==> config.mk <==
export PLATFORM = sky130hd
export DESIGN_NAME = vga_sprite_memory_loader
export DESIGN_NICKNAME = d
export VERILOG_FILES = /design/src/rtl/vga_sprite_memory_loader.sv
export SDC_FILE = /design/constraint.sdc
export NUM_CORES = 1
export LEC_CHECK = 0
export BUFFER_PORTS_ARGS = -buffer_cell sky130_fd_sc_hd__buf_2
export CAP_MARGIN = 20
export CELL_PAD_IN_SITES_DETAIL_PLACEMENT = 0
export CELL_PAD_IN_SITES_GLOBAL_PLACEMENT = 1
export CORE_UTILIZATION = 39
export CTS_CLUSTER_SIZE = 16
export DETAILED_ROUTE_END_ITERATION = 10
export GPL_TIMING_DRIVEN = 1
export PLACE_DENSITY = 0.86
export SETUP_SLACK_MARGIN = 0.4
export SLEW_MARGIN = 30
export SYNTH_ARGS = -nofsm -noshare
export SYNTH_HDL_FRONTEND = slang
export SYNTH_SLANG_ARGS = --single-unit
==> constraint.sdc <==
create_clock -name Clk -period 2.1 [get_ports Clk]
set_input_delay 0.42 -clock Clk [delete_from_list [all_inputs] [get_ports Clk]]
set_output_delay 0.42 -clock Clk [all_outputs]
set_load 0.02 [all_outputs]
==> src/rtl/vga_sprite_memory_loader.sv <==
// Sprite RAM write-side loader: takes a raster-order pixel stream over a
// valid/ready handshake and writes it to a Size x Size sprite RAM.
// Ports:
//   Clk, Reset                 rising-edge clock, async active-high reset
//   Start, Abort               begin a load (IDLE only), cancel a load
//   Pixel, PixelValid          incoming pixel beat
//   PixelReady                 beat acceptance (LOAD and no Abort)
//   WrEn, WrAddr, WrData       registered sprite RAM write port
//   Row, Col                   position of the next pixel to accept
//   Busy, Done                 LOAD indicator, last-write pulse
module vga_sprite_memory_loader #(
    parameter int N    = 8,
    parameter int Size = 16,
    parameter int W    = 8
) (
    input  logic         Clk,
    input  logic         Reset,
    input  logic         Start,
    input  logic         Abort,
    input  logic [W-1:0] Pixel,
    input  logic         PixelValid,
    output logic         PixelReady,
    output logic         WrEn,
    output logic [N-1:0] WrAddr,
    output logic [W-1:0] WrData,
    output logic [9:0]   Row,
    output logic [9:0]   Col,
    output logic         Busy,
    output logic         Done
);

    typedef enum logic [1:0] {
        IDLE = 2'd0,
        LOAD = 2'd1,
        DONE = 2'd2
    } state_t;

    state_t       state_q, state_d;
    logic [9:0]   row_q, row_d;
    logic [9:0]   col_q, col_d;
    logic         wren_q, wren_d;
    logic [N-1:0] wraddr_q, wraddr_d;
    logic [W-1:0] wrdata_q, wrdata_d;

    logic         ready;
    logic         accept;
    logic         col_last;
    logic         row_last;
    logic [19:0]  addr_full;
    logic         unused_addr_hi;

    // Same Row*Size+Col mapping as the display read path, kept wide so
    // the product never overflows before truncation to N bits.
    assign addr_full = 20'(row_q) * 20'(Size) + 20'(col_q);
    assign unused_addr_hi = ^addr_full[19:N];

    assign col_last = (col_q == 10'(Size - 1));
    assign row_last = (row_q == 10'(Size - 1));

    // Abort gates ready combinationally so a beat offered alongside
    // Abort is never consumed.
    assign ready  = (state_q == LOAD) && !Abort;
    assign accept = ready && PixelValid;

    always_comb begin
        state_d  = state_q;
        row_d    = row_q;
        col_d    = col_q;
        wren_d   = accept;
        wraddr_d = wraddr_q;
        wrdata_d = wrdata_q;

        if (accept) begin
            wraddr_d = addr_full[N-1:0];
            wrdata_d = Pixel;
        end

        unique case (state_q)
            IDLE: begin
                if (Start) begin
                    state_d = LOAD;
                    row_d   = '0;
                    col_d   = '0;
                end
            end
            LOAD: begin
                if (Abort) begin
                    state_d = IDLE;
                    row_d   = '0;
                    col_d   = '0;
                end else if (accept) begin
                    if (col_last) begin
                        col_d = '0;
                        if (row_last) begin
                            row_d   = '0;
                            state_d = DONE;
                        end else begin
                            row_d = row_q + 10'd1;
                        end
                    end else begin
                        col_d = col_q + 10'd1;
                    end
                end
            end
            DONE: begin
                state_d = IDLE;
            end
            default: begin
                state_d = IDLE;
            end
        endcase
    end

    always_ff @(posedge Clk or posedge Reset) begin
        if (Reset) begin
            state_q  <= IDLE;
            row_q    <= '0;
            col_q    <= '0;
            wren_q   <= 1'b0;
            wraddr_q <= '0;
            wrdata_q <= '0;
        end else begin
            state_q  <= state_d;
            row_q    <= row_d;
            col_q    <= col_d;
            wren_q   <= wren_d;
            wraddr_q <= wraddr_d;
            wrdata_q <= wrdata_d;
        end
    end

    assign PixelReady = ready;
    assign WrEn       = wren_q;
    assign WrAddr     = wraddr_q;
    assign WrData     = wrdata_q;
    assign Row        = row_q;
    assign Col        = col_q;
    assign Busy       = (state_q == LOAD);
    // DONE is entered on the last accept, so it lines up with the
    // registered write of the final pixel.
    assign Done       = (state_q == DONE);

endmodule
==> summary.md <==
| Metric | Value |
|---|---|
| DR pass1 iterations | `4` |
| Setup violators final | `0` |
| Layout cell share with drive strength beyond 1 | `0.409` |
| Floorplan core area | `4880 um^2` |
| Filler cell count | `442` |
| Rows | `25` |
| Total negative setup slack | `0 ns` |
| Register area share after synthesis | `0.481` |
| IO Count | `53` |
| Min Tclk post-route | `1.84 ns` |
| CP max stage delay | `0.42 ns` |
| Drt total wl | `5340 um` |
| Initial Util | `0.416` |
| Most common cell after layout, fill and taps aside | `nand2_1` |
| Arrival time at the worst endpoint | `1.42 ns` |
| Syn Inst Count | `221` |
| Routed wire per std cell | `14.4 um` |
| Ant diodes | `0` |
| Final period util | `0.877` |
| Leak pwr | `0.00143 uW` |
| CP max FO | `3` |
| TritonCTS clock tree | `done` |
| DRC violation count after routing | `0` |
| Final hold vios | `0` |
| Cell Area, Placed | `2400 um^2` |
| FF-to-FF End | `Row[5]` |
| Die area | `5500 um^2` |
| Most numerous cell on the critical path | `buf_6` |
| Post-synth EDFFs | `0` |
| Worst-Skew Late Latency | `0.29 ns` |
| WS Path Type | `register to primary output` |
| Yosys warnings | `0` |
| Vias after detailed routing | `1903` |
| FF-to-FF path depth | `5` |
| Layout Skew | `0.00372 ns` |
| H-tree depth | `2` |
| Vias/cell | `5.14` |
| CP Cell Sequence | `or3b_4, inv_2, buf_6, buf_6` |
| Status | `finished, final reports clean` |
| Synthesized Nets | `240` |
| PortBufs | `52` |
| Number of global-route vias before repair | `1802` |
| Commonest cells after routing, fill and taps aside | `nand2_1, buf_2, dfrtp_1` |
| GR Overflow Total | `0` |
| Avg Synthesized Cell Area | `9.19 um^2` |
| Die height | `74.2 um` |
| End-of-flow core utilization | `0.582` |
| Count of final max-slew check failures | `0` |
| First-pass GRT wire length | `8560 um` |
| Top_reg_cell synth | `dfrtp_1` |
| Worst-path clk slew | `0.08 ns` |
| Power Total | `2660 uW` |
| Worst path slowest cell | `or3b_4` |
| Placed cells | `339` |
| CP startpoint kind | `register` |
| Root buffer cell | `clkbuf_8` |
| MaxCap Viol Count | `0` |
| Cell area after layout | `2840 um^2` |
| Largest net degree at the start of global routing | `40` |
| CTS max path bufs | `2` |
| Yosys reg bits | `39` |
| Actual slew at the worst max-slew pin | `0.494 ns` |
| Distinct cells, synth | `42` |
| Reg2reg start | `Col[1]` |
| Die Wd | `74.2 um` |
| Post-Syn Area | `2030 um^2` |
| Final Wtd Congestion | `0.814` |
| P&R area growth vs syn | `39.7%` |
| Min-Delay Path Class | `input pin to asynchronous set/reset pin` |
| Fmax | `543 MHz` |
| Routed Antenna Nets | `0` |
| CP Data Required Time | `1.68 ns` |
| RSZ-0062 raised after global routing | `true` |
| Antenna violations before repair | `0` |
| Final-stage net count | `321` |
| Worst slew margin | `0.671` |
| Worst VDD drop | `386 uV` |
| 1st-iter DRT viols | `102` |
| Critical path endpoint category | `primary output` |
| Total CTS buffers | `5` |
| Hpwl dp | `3290 um` |
| R2r setup slk | `0.27 ns` |
| Final Non-Filler Cells | `370` |
| Post-CTS Hold Buffers | `0` |
| GRT Util Overall | `0.207` |
| Async SR Flop Fraction | `1.00` |
| Pwr dens | `938 nW/um^2` |
| CTS sink cnt | `39` |
## state kept, by name (all words and copies together) (netlist names)
signal	count
state_q	2
Row	10
WrEn	1
WrAddr	8
WrData	8
Col	10
## report_power, final
group	internal [uW]	total [uW]	switching (uW)
combinational	404	984	580
clock	475	739	264
sequential	870	938	68.5
total	1750	2660	913
## kinds of logic (layout without fill, tap and decap cells)
| kind of cell | after synthesis | after routing | share of synthesized area |
|---|---|---|---|
| xor gates and xnor gates | 8 | 8 | 0.0345 |
| buffers and inverters | 20 | 101 | 0.0468 |
| DFF | 39 | 39 | 0.481 |
| and+or+nand+nor | 112 | 112 | 0.289 |
| AOI/OAI and AO/OA | 36 | 37 | 0.108 |
| adders and majority gates | 6 | 6 | 0.0407 |
## layer usage
layer | up-vias | wire length [um] | track usage
met5 | - | 0 | 0
met4 | 0 | 53 | 0.0769
met3 | 5 | 252 | 0.0420
met2 | 66 | 2590 | 0.351
met1 | 905 | 2450 | 0.262
li1 | 927 | - | -
## stage by stage
stage | hold slack, ns | worst slack [ns]
3_3_place_gp | 0.452 | 0.201
4_1_cts | 0.260 | 0.275
6_report | 0.241 | 0.259
2_1_floorplan | 0.495 | 0.254
3_5_place_dp | 0.460 | 0.155
5_1_grt | 0.295 | 0.222
## critical path: cells and delay by family, from the launching register on
kind          cells  cell delay, ns
simple gates      1            0.42
flops             1            0.41
buf+inv           3            0.30
## area by class of cell
type                            instances  area [um^2]  share of cell area
Inverter                                8         33.8              0.0119
Clock buffer                            6         72.6              0.0256
Tap cell                               67         83.8              0.0295
Sequential cell                        39          982               0.346
Multi-Input combinational cell        163         1060               0.375
Clock inverter                          2         60.1              0.0212
Timing Repair Buffer                   85          541               0.190
## how the worst max path moves through the flow
stage,endpoint,slack (ns),from
floorplan,Row[5],0.25,Col[6]
global placement,Row[5],0.20,Col[6]
detailed placement,Row[5],0.15,Col[6]
CTS,Row[5],0.27,Col[9]
global route,PixelReady,0.22,state_q[0]
finish,PixelReady,0.26,state_q[0]
## Yosys cell counts, drive strengths merged (3+ instances only)
library cell	n	area, um^2
nand3	10	50.1
nand4	3	18.8
ha	5	62.6
o31ai	3	22.5
inv	8	30.0
nand2b	4	25.0
and4	5	43.8
buf	8	50.1
nor2	14	55.1
a21oi	5	25.0
o21ai	16	80.1
a31oi	7	50.1
nor4	4	40.0
dfrtp	39	976
and3	3	18.8
clkbuf	4	15.0
xnor2	7	61.3
nand2	52	195
## repair_timing
item	4_1_cts	5_1_grt
endpoints found under the setup margin	22	36
gates cloned	0	1
setup buffers	17	5
pin swaps	12	3
resized for setup	29	16
endpoints found under the hold margin	0	0
Power figures use the tool's default switching activity.
